===== config.mk =====
export PLATFORM = sky130hd
export DESIGN_NAME = ubits_store_flat
export DESIGN_NICKNAME = d
export VERILOG_FILES = /design/src/rtl/ubits_store_if.sv /design/src/rtl/ubits_store.sv /design/src/flat_wrapper.sv
export SDC_FILE = /design/constraint.sdc
export NUM_CORES = 2
export LEC_CHECK = 0
export ABC_CLOCK_PERIOD_IN_PS = 93200
export CAP_MARGIN = 5
export CORE_AREA = 2 2 438 440
export DETAILED_ROUTE_END_ITERATION = 8
export DIE_AREA = 0 0 440 442
export PLACE_DENSITY = 0.6
export REMOVE_ABC_BUFFERS = 1
export SYNTH_ARGS = -nofsm -noshare
export SYNTH_HDL_FRONTEND = slang
export SYNTH_SLANG_ARGS = --single-unit

===== constraint.sdc =====
create_clock -name CLK -period 93.2 [get_ports CLK]
set_input_delay 13.98 -clock CLK [delete_from_list [all_inputs] [get_ports CLK]]
set_output_delay 13.98 -clock CLK [all_outputs]
set_load 0.02 [all_outputs]

===== src/rtl/ubits_store_if.sv =====
// Used-bit store port bundle: index and update request from the cache side,
// registered old used bits and clear status back to the UBITS PAL.
interface ubits_store_if #(
  parameter int INDEX_W = 10
);
  logic [INDEX_W-1:0] INDEX;
  logic               LOOKUP;
  logic               UPDATE;
  logic               NUBI_n;
  logic               NUBD_n;
  logic               FLUSH;
  logic               OUBI;
  logic               OUBD;
  logic               BUSY;
  logic               FLUSH_DONE;

  modport master (
    output INDEX, LOOKUP, UPDATE, NUBI_n, NUBD_n, FLUSH,
    input  OUBI, OUBD, BUSY, FLUSH_DONE
  );

  modport slave (
    input  INDEX, LOOKUP, UPDATE, NUBI_n, NUBD_n, FLUSH,
    output OUBI, OUBD, BUSY, FLUSH_DONE
  );
endinterface


===== src/rtl/ubits_store.sv =====
// Per-line I/D used-bit store with a one-cycle registered read, write-first bypass
// and a full-array clear sweep (one entry per cycle) on reset or flush.
module ubits_store #(
  parameter int INDEX_W      = 10,
  parameter bit CLR_ON_RESET = 1'b1
) (
  input  logic          CLK,
  input  logic          RESET,
  ubits_store_if.slave  bus
);
  localparam int                 DEPTH   = 1 << INDEX_W;
  localparam logic [INDEX_W-1:0] CNT_MAX = '1;

  typedef enum logic {IDLE, CLEAR} state_t;

  state_t             state_q, state_d;
  logic [INDEX_W-1:0] cnt_q, cnt_d;
  logic [INDEX_W-1:0] lidx_q, lidx_d;
  logic               lvalid_q, lvalid_d;
  logic [1:0]         oub_q, oub_d;
  logic               done_q, done_d;

  logic [1:0]         mem [DEPTH];
  logic               we;
  logic [INDEX_W-1:0] waddr;
  logic [1:0]         wdata;
  logic [1:0]         rdata;

  // A same-cycle write to the read address is forwarded so the read sees new data.
  assign rdata = (we && (waddr == bus.INDEX)) ? wdata : mem[bus.INDEX];

  always_comb begin
    state_d  = state_q;
    cnt_d    = cnt_q;
    lidx_d   = lidx_q;
    lvalid_d = lvalid_q;
    oub_d    = oub_q;
    done_d   = 1'b0;
    we       = 1'b0;
    waddr    = lidx_q;
    wdata    = {~bus.NUBI_n, ~bus.NUBD_n};
    case (state_q)
      IDLE: begin
        if (bus.FLUSH) begin
          state_d  = CLEAR;
          cnt_d    = '0;
          lvalid_d = 1'b0;
          oub_d    = 2'b00;
        end else begin
          if (bus.UPDATE && lvalid_q) we = 1'b1;
          if (bus.LOOKUP) begin
            lidx_d   = bus.INDEX;
            lvalid_d = 1'b1;
            oub_d    = rdata;
          end
        end
      end
      CLEAR: begin
        we       = 1'b1;
        waddr    = cnt_q;
        wdata    = 2'b00;
        oub_d    = 2'b00;
        lvalid_d = 1'b0;
        if (bus.FLUSH) begin
          cnt_d = '0;
        end else if (cnt_q == CNT_MAX) begin
          state_d = IDLE;
          cnt_d   = '0;
          done_d  = 1'b1;
        end else begin
          cnt_d = cnt_q + 1'b1;
        end
      end
      default: state_d = IDLE;
    endcase
  end

  always_ff @(posedge CLK) begin
    if (RESET) begin
      state_q  <= CLR_ON_RESET ? CLEAR : IDLE;
      cnt_q    <= '0;
      lidx_q   <= '0;
      lvalid_q <= 1'b0;
      oub_q    <= 2'b00;
      done_q   <= 1'b0;
    end else begin
      state_q  <= state_d;
      cnt_q    <= cnt_d;
      lidx_q   <= lidx_d;
      lvalid_q <= lvalid_d;
      oub_q    <= oub_d;
      done_q   <= done_d;
    end
  end

  // Storage carries no reset; the sweep is what clears it.
  always_ff @(posedge CLK) begin
    if (!RESET && we) mem[waddr] <= wdata;
  end

  assign bus.OUBI       = oub_q[1];
  assign bus.OUBD       = oub_q[0];
  assign bus.BUSY       = (state_q == CLEAR);
  assign bus.FLUSH_DONE = done_q;
endmodule

===== src/flat_wrapper.sv =====
// flat-port wrapper written by rule: the top's interface ports become plain ports
module ubits_store_flat 
#(
  parameter int INDEX_W      = 10,
  parameter bit CLR_ON_RESET = 1'b1
)
  (CLK, RESET, bus_INDEX, bus_LOOKUP, bus_UPDATE, bus_NUBI_n, bus_NUBD_n, bus_FLUSH, bus_OUBI, bus_OUBD, bus_BUSY, bus_FLUSH_DONE);
  ubits_store_if #(.INDEX_W(INDEX_W)) bus_i ();
  input  logic CLK;
  input  logic RESET;
  input wire logic [$bits(bus_i.INDEX)-1:0] bus_INDEX;
  input wire logic [$bits(bus_i.LOOKUP)-1:0] bus_LOOKUP;
  input wire logic [$bits(bus_i.UPDATE)-1:0] bus_UPDATE;
  input wire logic [$bits(bus_i.NUBI_n)-1:0] bus_NUBI_n;
  input wire logic [$bits(bus_i.NUBD_n)-1:0] bus_NUBD_n;
  input wire logic [$bits(bus_i.FLUSH)-1:0] bus_FLUSH;
  output wire logic [$bits(bus_i.OUBI)-1:0] bus_OUBI;
  output wire logic [$bits(bus_i.OUBD)-1:0] bus_OUBD;
  output wire logic [$bits(bus_i.BUSY)-1:0] bus_BUSY;
  output wire logic [$bits(bus_i.FLUSH_DONE)-1:0] bus_FLUSH_DONE;
  assign bus_i.INDEX = bus_INDEX;
  assign bus_i.LOOKUP = bus_LOOKUP;
  assign bus_i.UPDATE = bus_UPDATE;
  assign bus_i.NUBI_n = bus_NUBI_n;
  assign bus_i.NUBD_n = bus_NUBD_n;
  assign bus_i.FLUSH = bus_FLUSH;
  assign bus_OUBI = bus_i.OUBI;
  assign bus_OUBD = bus_i.OUBD;
  assign bus_BUSY = bus_i.BUSY;
  assign bus_FLUSH_DONE = bus_i.FLUSH_DONE;
  ubits_store #(.INDEX_W(INDEX_W), .CLR_ON_RESET(CLR_ON_RESET)) u_core (.CLK(CLK), .RESET(RESET), .bus(bus_i));
endmodule

* Word-level counts from Yosys, hierarchy flattened
Memory sizes are Yosys's and may differ from the RTL's. Cells that the tools add are included.
Storage, ports and cells: register bits 25, memories kept 1, bits in writable memories 2048, logic and storage cells 45, output and inout bits 4
Memory list:
- u_core.mem | words 1024, width 2, rd ports 1, clocked after memory_dff 0, write ports 1, RTL line ubits_store.sv:23 | logic [1:0] mem [DEPTH];
Cells by class: reductions and logical operators 6, add/sub/neg operators 1, bitwise gates (word level) 4, equal/unequal tests 4, mux-type cells 23
Operator list (count):
- $mux W10 | 4
- $pmux W10 S2 | 1
- $add A10 B1 Y10 const B | 1
- $eq A10 B10 Y1 | 1
- $eq A10 B10 Y1 const B | 1
- $mux W1 | 10
- $mux W2 | 4
- $pmux W1 S2 | 3
- $not A1 Y1 | 4
- $pmux W2 S2 | 1
- $logic_and A1 B1 Y1 | 3
- $ne A3 B3 Y1 const B | 1
- $reduce_and A3 Y1 | 1
- $reduce_or A3 Y1 | 1
- $ne A2 B2 Y1 const B | 1
- $logic_not A1 Y1 | 1

* Depth between registers and ports, before layout
depth in word-level cells 9, gate-level depth with buffers 16

* Worst setup path after synthesis
Ideal clock, no wire load.
path type input -> register, from input port bus_NUBD_n, to memory u_core.mem[0][0] (data pin), path buffers 0, setup slack 50.698 ns, data arrival time 37.510 ns, setup time 4.992 ns, cell stages on the path 1, path through nor2_1
On the way: word-level cells in the longest chain between the ends 2
RTL lines:
- start: declaration | RTL line flat_wrapper.sv:15 | input wire logic [$bits(bus_i.NUBD_n)-1:0] bus_NUBD_n;
- $not A1 Y1 | RTL line ubits_store.sv:41 | wdata = {~bus.NUBI_n, ~bus.NUBD_n};
- $mux W2 | RTL line ubits_store.sv:42 | case (state_q)
- end: declaration | RTL line ubits_store.sv:23
No other way between the ends.

* Worst setup path after layout
from input port bus_INDEX[2], to register u_core.oub_q[1]
On the way: word-level cells in the longest chain between the ends 6, elaborated cells on any way between the ends 7
RTL lines:
- start: declaration | RTL line flat_wrapper.sv:11 | input wire logic [$bits(bus_i.INDEX)-1:0] bus_INDEX;
- branches (longest 2 deep; another with $mem_v2 Z1024 W2)
- $mux W2 * | RTL line ubits_store.sv:30 | assign rdata = (we && (waddr == bus.INDEX)) ? wdata : mem[bus.INDEX];
- $mux W2 * | RTL line ubits_store.sv:51 | if (bus.LOOKUP) begin
- $mux W2 * | RTL line ubits_store.sv:44 | if (bus.FLUSH) begin
- $pmux W2 S2 * | RTL line ubits_store.sv:42
- end signal: assignment | RTL line ubits_store.sv:91 | oub_q <= oub_d;
- end: declaration | RTL line ubits_store.sv:20 | logic [1:0] oub_q, oub_d;
Mark *: on every way between the ends. The select of a mux whose other input is x is not followed. A chain may end at the register's enable or synchronous reset.

==> key figures <==
Place
  • Gpl congestion: 0.882
  • Final HPWL from detailed placement: 149000 um
  • PortBufs: 20

Status
  • Status: complete, no violations

STA
  • Post-route clock period utilization: 20.1%
  • Post-route minimum period: 18.77 ns
  • Final Setup Violations: 0
  • Count of pins over their slew limit: 0
  • RSZ-0062 raised after global routing: false
  • Setup TNS: 0 ns
  • Relative max-transition margin: 6.98%
  • Clock Skew: 0.0631 ns
  • Worst Max-Slew Pin Slew: 1.39 ns
  • Hold_ws: 0.455 ns
  • FMAX: 53.3 MHz
  • Hold Vio Cnt, Final: 0

Power
  • Peak VDD IR: 0.0200 mV
  • Cell area power density: 20.3 nW/um^2
  • LEAKAGE: 29.1 nW

Clock network
  • # resized after CTS: 0
  • TritonCTS clock tree: built
  • CTS Root Cell: clkbuf_16
  • TritonCTS Buffers: 208
  • H-Tree Depth: 4
  • Setup Fix Bufs, Post-CTS: 0
  • CTS max path bufs: 3
  • Number of hold buffers added after CTS: 0
  • Clk sinks: 2073
  • Clk slew on worst S/H paths: 0.06 ns
  • Later-pin clock latency in the skew report: 0.88 ns

Synthesis
  • Main area contributors after synthesis: edfxtp_1 72%, mux4_2 12%, nor2_1 4.9%
  • Syn avg cell area: 16.9 um^2
  • Cell with the most instances after synthesis: edfxtp_1
  • Post-synthesis register bit count: 2073
  • Post-synthesis cell count: 5028
  • Synth area leader: edfxtp_1
  • Post-synth EDFFs: 2048
  • Share of the synthesized area in the top cell type: 72.3%
  • Netlist Area Pre-Place: 85100 um^2
  • Synth warnings: 0
  • Post-synth cell types: 68
  • Ys flop type: edfxtp_1
  • Sequential share of the synthesized area: 72.9%
  • Post-synth top cells: 2048 x edfxtp_1, 1100 x nor2_1, 448 x mux4_2
  • Async set-reset flop share out of synthesis: 0%

Die
  • Cell Rows: 160
  • Core area: 190000 um^2
  • # IOs: 21
  • Chip width: 440 um
  • Starting Density: 44.9%
  • Die Ht: 442 um
  • Die area: 194000 um^2

Critical path
  • Worst reg2reg path depth: 6
  • CP Launch Type: primary input
  • Required arrival time at the worst endpoint: 94.01 ns
  • Reg-to-reg endpoint: u_core.mem[254][0]
  • R2R Path Start: u_core.bus.BUSY
  • Kind of critical path: primary input to register
  • WP data arrival: 19.58 ns
  • Worst setup EP type: register
  • Reg2Reg Setup Slack: 88.61 ns
  • Crit Path Max Fanout: 75

Min path
  • Worst hold-check path type: register to register
  • Hold Path End: u_core.lidx_q[6]
  • Hold_sp: u_core.lidx_q[6]
  • Hold Crit Depth: 2

Cells and area
  • Share of post-route cells with drive strength above 1: 18.3%
  • Area delta synth->final: 11.1%
  • Final #Nets: 5008

Drt
  • Via count: 48800
  • Post-DRT Antenna Nets: 0
  • Post-DR vias/cell: 6.35
  • Iteration-0 DRC Markers: 7591
  • Drt wl/cell: 34.2 um
  • Residual DRC: 0
  • Wirelength, routed: 262000 um
  • Drt pass-1 iters: 8

Global route
  • Initial antenna violation count: 14
  • Grt ovf: 0
  • Vias in the first global route: 47900
  • First-pass GRT wire length: 367000 um
  • GRT Total Usage: 26.8%
  • Largest net degree at the start of global routing: 237

Run
  • Max_cap viols: 0
==> registers in the layout (all words and copies together) (netlist names) <==
register	cells
u_core.mem	2048
u_core.cnt_q	10
u_core.lidx_q	10
u_core.oub_q	2
u_core.bus.BUSY	1
u_core.bus.FLUSH_DONE	1
u_core.lvalid_q	1
==> worst max-delay path by stage <==
| stage | from | end | slack (ns) | depth (start not counted) |
|---|---|---|---|---|
| after floorplan | bus_NUBD_n | u_core.mem[0][0] | 50.70 | 1 |
| after detailed placement | bus_INDEX[0] | u_core.oub_q[0] | 73.67 | 11 |
| after global routing | bus_INDEX[0] | u_core.oub_q[1] | 74.25 | 13 |
| after global placement | bus_INDEX[0] | u_core.oub_q[0] | 73.55 | 12 |
| final | bus_INDEX[2] | u_core.oub_q[1] | 74.43 | 13 |
| after CTS | bus_INDEX[0] | u_core.oub_q[0] | 74.60 | 11 |
==> through the flow <==
step | total power, mW | setup WS, ns | cell area, um^2 | util, % | instances
2_1_floorplan | 1.06 | 50.70 | 83100 | - | 4628
3_3_place_gp | 1.11 | 73.55 | 87700 | 46.3 | 7289
3_5_place_dp | 1.11 | 73.67 | 87800 | 46.3 | 7291
4_1_cts | 1.93 | 74.60 | 94500 | 49.8 | 7672
5_1_grt | 1.97 | 74.25 | 94500 | 49.8 | 7672
6_report | 1.92 | 74.43 | 94500 | 49.8 | 7678
==> layer usage <==
metal	track usage, %	wire length [um]	share of wire [%]
met3	5.73	27100	10
met4	9.22	9160	3.5
met2	41.1	122000	46
met5	0	78	0.030
met1	38.2	104000	40
==> cell type report <==
cell class / instances / area (um^2)
clock buffer: 256 / 5400
tap: 2511 / 3140
sequential: 2073 / 62000
timing repair buffer: 152 / 1280
fill: 15500 / 95100
inverter: 10 / 41.3
multi-input combinational: 2545 / 21300
clock inverter: 125 / 1310
antenna: 6 / 15.0
==> cell usage in the layout, fill, tap and decap left out, types with 15 or more instances in the layout <==
cell | netlist | routed
clkbuf_16 | 0 | 208
nand4_1 | 21 | 21
bufinv_16 | 0 | 19
clkbuf_1 | 211 | 47
nor2_1 | 1100 | 1093
nor3_1 | 30 | 30
dfxtp_1 | 25 | 24
nor4_1 | 19 | 19
a211oi_1 | 16 | 16
mux2i_1 | 187 | 187
a31oi_1 | 24 | 24
o22ai_1 | 59 | 59
edfxtp_1 | 2048 | 2048
and2_1 | 15 | 15
nand2_1 | 196 | 177
a22oi_1 | 65 | 65
nand3_1 | 40 | 27
mux4_2 | 448 | 448
buf_4 | 38 | 127
nand2b_1 | 23 | 22
clkinv_1 | 1 | 54
a21oi_1 | 50 | 50
clkinv_2 | 0 | 30
nor2b_1 | 28 | 22
o21ai_0 | 32 | 32
nand2_2 | 0 | 18
o221ai_1 | 22 | 22
mux2_2 | 17 | 17
==> power breakdown <==
part | switching [mW] | internal (mW) | leakage (nW)
logic | 0.0527 | 0.0290 | 6.70
clock network | 0.365 | 0.466 | 3.25
registers | 0.0000913 | 1.01 | 19.2
==> kinds of logic (layout without fill, tap and decap cells) <==
kind of cell,after synthesis,in the layout,synth area share [%]
fa+ha+maj,1,1,0.0147
flops,2073,2073,72.9
xor+xnor,13,13,0.134
mux,653,653,14.3
compound gates,369,369,3.06
other cells,0,6,0
buf+inv,410,543,2.37
simple gates,1509,1509,7.21
==> worst max-delay path: stages <==
cell	delay (ns)
buf_8	0.36
buf_12	0.49
buf_4	0.73
buf_4	0.58
and2_1	0.57
buf_4	0.47
a211oi_1	0.14
a21oi_1	0.49
nand3_1	0.28
a311oi_1	0.69
o2111ai_1	0.26
nand4_1	0.15
a22o_1	0.12
No activity file was read; power rests on OpenSTA's default activity.
